$ cat src/rtl/vram_arbiter.sv
// Two-requester video RAM arbiter: video scan-out has priority, the CPU is protected by a
// starve counter. Every access runs through a fixed two-stage pipeline ending in a registered ack.
module vram_arbiter #(
    parameter int AW           = 12,
    parameter int DW           = 8,
    parameter int STARVE_LIMIT = 7
) (
    input  logic          clk,
    input  logic          reset_n,
    input  logic          cpu_req,
    input  logic          cpu_we,
    input  logic [AW-1:0] cpu_addr,
    input  logic [DW-1:0] cpu_wdata,
    output logic          cpu_ack,
    output logic [DW-1:0] cpu_rdata,
    input  logic          vid_req,
    input  logic [AW-1:0] vid_addr,
    output logic          vid_ack,
    output logic [DW-1:0] vid_rdata,
    output logic          ram_en,
    output logic          ram_we,
    output logic [AW-1:0] ram_addr,
    output logic [DW-1:0] ram_wdata,
    input  logic [DW-1:0] ram_rdata
);

    localparam logic [3:0] LIMIT = 4'(STARVE_LIMIT);

    // Stage 1: RAM addressed this cycle. Stage 2: ram_rdata carries the result this cycle.
    // Owner bit: 1 = CPU, 0 = video.
    logic          s1_v_q, s1_own_q, s1_we_q;
    logic          s2_v_q, s2_own_q, s2_we_q;
    logic          cpu_ack_q, vid_ack_q;
    logic [DW-1:0] rdata_q;
    logic [3:0]    starve_q, starve_d;
    logic          ram_en_q, ram_we_q;
    logic [AW-1:0] ram_addr_q;
    logic [DW-1:0] ram_wdata_q;

    logic cpu_busy, vid_busy, cpu_elig, vid_elig, starved, grant_cpu, grant_vid;

    always_comb begin
        cpu_busy  = (s1_v_q && s1_own_q) || (s2_v_q && s2_own_q);
        vid_busy  = (s1_v_q && !s1_own_q) || (s2_v_q && !s2_own_q);
        cpu_elig  = cpu_req && !cpu_busy;
        vid_elig  = vid_req && !vid_busy;
        starved   = (starve_q == LIMIT);
        grant_cpu = cpu_elig && (!vid_elig || starved);
        grant_vid = vid_elig && !grant_cpu;

        // Counts only cycles where the CPU could have been served but was not; saturates at 15.
        starve_d = starve_q;
        if (!cpu_req || grant_cpu) begin
            starve_d = 4'd0;
        end else if (!cpu_busy && starve_q != 4'hF) begin
            starve_d = starve_q + 4'd1;
        end
    end

    always_ff @(posedge clk or negedge reset_n) begin
        if (!reset_n) begin
            s1_v_q      <= 1'b0;
            s1_own_q    <= 1'b0;
            s1_we_q     <= 1'b0;
            s2_v_q      <= 1'b0;
            s2_own_q    <= 1'b0;
            s2_we_q     <= 1'b0;
            cpu_ack_q   <= 1'b0;
            vid_ack_q   <= 1'b0;
            rdata_q     <= '0;
            starve_q    <= 4'd0;
            ram_en_q    <= 1'b0;
            ram_we_q    <= 1'b0;
            ram_addr_q  <= '0;
            ram_wdata_q <= '0;
        end else begin
            starve_q <= starve_d;

            s1_v_q   <= grant_cpu || grant_vid;
            s1_own_q <= grant_cpu;
            s1_we_q  <= grant_cpu && cpu_we;

            s2_v_q   <= s1_v_q;
            s2_own_q <= s1_own_q;
            s2_we_q  <= s1_we_q;

            cpu_ack_q <= s2_v_q && s2_own_q;
            vid_ack_q <= s2_v_q && !s2_own_q;
            if (s2_v_q && !s2_we_q) begin
                rdata_q <= ram_rdata;
            end

            // Address and data hold their last value while idle.
            ram_en_q <= grant_cpu || grant_vid;
            ram_we_q <= grant_cpu && cpu_we;
            if (grant_cpu) begin
                ram_addr_q  <= cpu_addr;
                ram_wdata_q <= cpu_wdata;
            end else if (grant_vid) begin
                ram_addr_q  <= vid_addr;
            end
        end
    end

    assign cpu_ack   = cpu_ack_q;
    assign vid_ack   = vid_ack_q;
    assign cpu_rdata = rdata_q;
    assign vid_rdata = rdata_q;
    assign ram_en    = ram_en_q;
    assign ram_we    = ram_we_q;
    assign ram_addr  = ram_addr_q;
    assign ram_wdata = ram_wdata_q;

endmodule

$ cat config.mk
export PLATFORM = sky130hd
export DESIGN_NAME = vram_arbiter
export DESIGN_NICKNAME = d
export VERILOG_FILES = /design/src/rtl/vram_arbiter.sv
export SDC_FILE = /design/constraint.sdc
export NUM_CORES = 1
export LEC_CHECK = 0
export ABC_CLOCK_PERIOD_IN_PS = 3050
export BUFFER_PORTS_ARGS = -buffer_cell sky130_fd_sc_hd__clkbuf_2
export CAP_MARGIN = 10
export CORE_UTILIZATION = 30
export DETAILED_ROUTE_END_ITERATION = 6
export PLACE_DENSITY = 0.57
export REMOVE_ABC_BUFFERS = 1
export SLEW_MARGIN = 20
export SYNTH_ARGS = -nofsm -noshare
export SYNTH_HDL_FRONTEND = slang
export SYNTH_SLANG_ARGS = --single-unit
$ cat constraint.sdc
create_clock -name clk -period 3.05 [get_ports clk]
set_input_delay 0.305 -clock clk [delete_from_list [all_inputs] [get_ports clk]]
set_output_delay 0.305 -clock clk [all_outputs]
set_load 0.01 [all_outputs]
==> key figures <==
Yosys
  – Top-area cell type share of the netlist area: 59.1%
  – Library cells used by synthesis: 26
  – Register area share after synthesis: 59.1%
  – Synth top area cells: dfrtp_1 (59%), mux2_2 (11%), a221o_1 (7.1%)
  – Yosys warnings: 0
  – Area leader, netlist: dfrtp_1
  – Synth Instances: 125
  – FF+latch count, synth: 40
  – Post-Syn Area per Cell: 13.5 um^2
  – Area of the mapped netlist: 0.00169 mm^2

Cells and area
  – Number of diodes: 0
  – Fraction of layout cells with a size suffix above 1: 55.6%
  – Most common cell after layout, fill and taps aside: clkbuf_2
  – Non-Filler Instances: 275
  – Post-synthesis to final-layout area growth: 31.1%
  – Most frequent cells in the layout: clkbuf_2 (83), dfrtp_1 (40), mux2_2 (16), and2_1 (13), a221o_1 (12)
  – Nets@finish: 250

Placed design
  – Placed insts: 267
  – Placer congestion estimate: 0.751
  – # port buffers: 84
  – Post-DP HPWL: 2710 um

Floorplanning
  – Row cnt: 26
  – DIE AREA: 0.00595 mm^2
  – Starting density of the core: 32.1%
  – Die extent in y: 77.1 um
  – Die W: 77.1 um
  – I/O pins: 85
  – Core area: 0.00527 mm^2

Routing
  – DR vias/cell: 4.55
  – Met3 routed wirelength: 210 um
  – Starting DRC count in detailed routing: 5
  – Highest Signal Layer: met4
  – DRT Pass-1 Iters: 2
  – Wirelength per Cell: 13.2 um
  – Vias after detailed routing: 1,251
  – DRC errors left: 0
  – Final wirelength: 3630 um
  – M1 WL: 1630 um
  – DRT antenna net count: 0
  – Routed wl met2: 1730 um

CTS
  – H-tree depth: 2
  – TritonCTS buffer count: 5
  – Root Buffer: clkbuf_8
  – Post_cts resized: 0
  – Clock tree sinks: 40
  – Worst-path clk slew: 0.08 ns
  – Postcts setup bufs: 0
  – CTS tree: built
  – Max clock buf depth: 2
  – CTS Hold Bufs: 0
  – Worst-Skew Late Latency: 0.29 ns

Power
  – Sw Share: 35.1%
  – Leak: 1.15 nW
  – Power Density: 1020 mW/mm^2
  – Worst ir drop on vdd: 318 uV
  – NetSw: 794 uW
  – Total power: 2.26 mW
  – Sequential share of power: 40.2%
  – P_int: 1.47 mW
  – Clock power share: 18.5%
  – Comb power frac: 41.2%

STA
  – Setup violators final: 0
  – Worst slew margin: 42.1%
  – TNS Setup: 0 ns
  – Tcrit/Tclk final: 62.7%
  – Final Hold Viols: 0
  – Hold slack: 0.126 ns
  – Fmax: 0.523 GHz
  – Period minus WS final: 1.91 ns
  – Slew Limit Fails: 0
  – Post-route clock skew: 0.00479 ns
  – Worst Tran Pin Value: 0.869 ns
  – RSZ-0062 raised after global routing: no

Global route
  – Initial antenna violation count: 0
  – GRT Total Usage: 13.2%
  – Global-route wire length before repair: 6110 um
  – Vias in the first global route: 1,349
  – Largest net degree at the start of global routing: 41
  – Gr ovfl total: 0

Worst hold path
  – Worst hold-check path type: input port to asynchronous set/reset pin

Critical path
  – Delay-heaviest family, CP: simple AND/OR/NAND/NOR gates
  – Crit path buffers/inverters: 0
  – Crit start category: flop
  – CP required: 3.22 ns
  – Crit path from: starve_q[0]
  – Slowest cell delay on critical path: 0.46 ns
  – Setup Crit Path Kind: flop to flop
  – Worst Path Max Fanout: 22
  – Reg2reg start: starve_q[0]
  – Crit path DAT: 2.09 ns
  – Slowest CP cell: nor2_4
  – CP endpoint kind: flop
  – Worst path cell trace: ha_1 > nand2_1 > o2111a_2 > nor2_4 > mux2_2

Flow run
  – Max cap viols: 0

Status
  – Outcome: finished, final reports clean
[final timing paths]
kind / to / slack [ns] / depth (start not counted)
min in group clk: ram_we / 0.23 / 2
worst max register to register: ram_wdata[5] / 1.14 / 5
worst min-delay path: cpu_ack / 0.13 / 1
max in group asynchronous: cpu_rdata[3] / 2.38 / 1
worst min register to register: s2_we_q / 0.38 / 0
worst max-delay path: ram_wdata[5] / 1.14 / 5
[cell usage after synthesis]
master / count
a21oi_1: 2
a221o_1: 12
a22oi_4: 1
a31oi_1: 1
a32oi_2: 1
and2_1: 13
and2_2: 1
and3_1: 1
buf_2: 2
buf_4: 8
buf_6: 2
clkbuf_1: 1
dfrtp_1: 40
ha_1: 1
inv_1: 3
mux2_2: 16
nand2_1: 4
nand2b_1: 1
nand2b_4: 1
nand3_1: 4
nor2_1: 4
nor2_4: 1
nor2b_1: 1
o2111a_2: 1
o21ai_0: 1
xor2_1: 2
[metrics by stage]
stage	instance area, um^2	util [%]	worst slack, ns
4_1_cts	2220	42.1	1.09
6_report	2220	42.1	1.14
3_3_place_gp	2110	40.1	1.15
5_1_grt	2220	42.1	1.01
3_5_place_dp	2110	40.1	1.12
2_1_floorplan	1600	-	1.35
[cell type report]
| class | count | area, um^2 |
|---|---|---|
| Fill cell | 528 | 3050 |
| Sequential cell | 40 | 1000 |
| Multi-Input combinational cell | 69 | 584 |
| Timing Repair Buffer | 85 | 428 |
| Tap cell | 70 | 87.6 |
| Clock buffer | 6 | 72.6 |
| Clock inverter | 2 | 35.0 |
| Inverter | 3 | 11.3 |
[cell families (layout without fill, tap and decap cells)]
| logic type | after synthesis | after routing | synth area share [%] |
|---|---|---|---|
| AO/OA/AOI/OAI | 19 | 19 | 11.3 |
| adder cells (fa/ha/maj) | 1 | 1 | 0.739 |
| flip-flops | 40 | 40 | 59.1 |
| buffers and inverters | 16 | 96 | 6.36 |
| XOR/XNOR | 2 | 2 | 1.03 |
| multiplexers | 16 | 16 | 10.6 |
| AND/OR/NAND/NOR | 31 | 31 | 10.8 |
[power groups by stage]
stage / registers, mW / clock network (mW) / logic (mW)
after floorplan: 1.04 / 0 / 0.420
after global placement: 0.915 / 0 / 0.937
after detailed placement: 0.922 / 0 / 0.947
after CTS: 0.915 / 0.437 / 0.949
after global routing: 0.946 / 0.458 / 1.03
final: 0.909 / 0.419 / 0.932
[flip-flops by register name, indices dropped and copies added (netlist names)]
name and count:
ram_addr 12, vid_ack 1, s2_v_q 1, starve_q 4
s2_own_q 1, ram_we 1, cpu_ack 1, s2_we_q 1
ram_en 1, s1_own_q 1, cpu_rdata 8, ram_wdata 8
[per-layer routing]
metal | vias to the layer above | global-route usage (%)
li1 | 595 | -
met1 | 600 | 15.6
met2 | 52 | 22.3
met3 | 4 | 2.98
met4 | 0 | 6.79
met5 | - | 0
(Power assumes the default switching activity.)
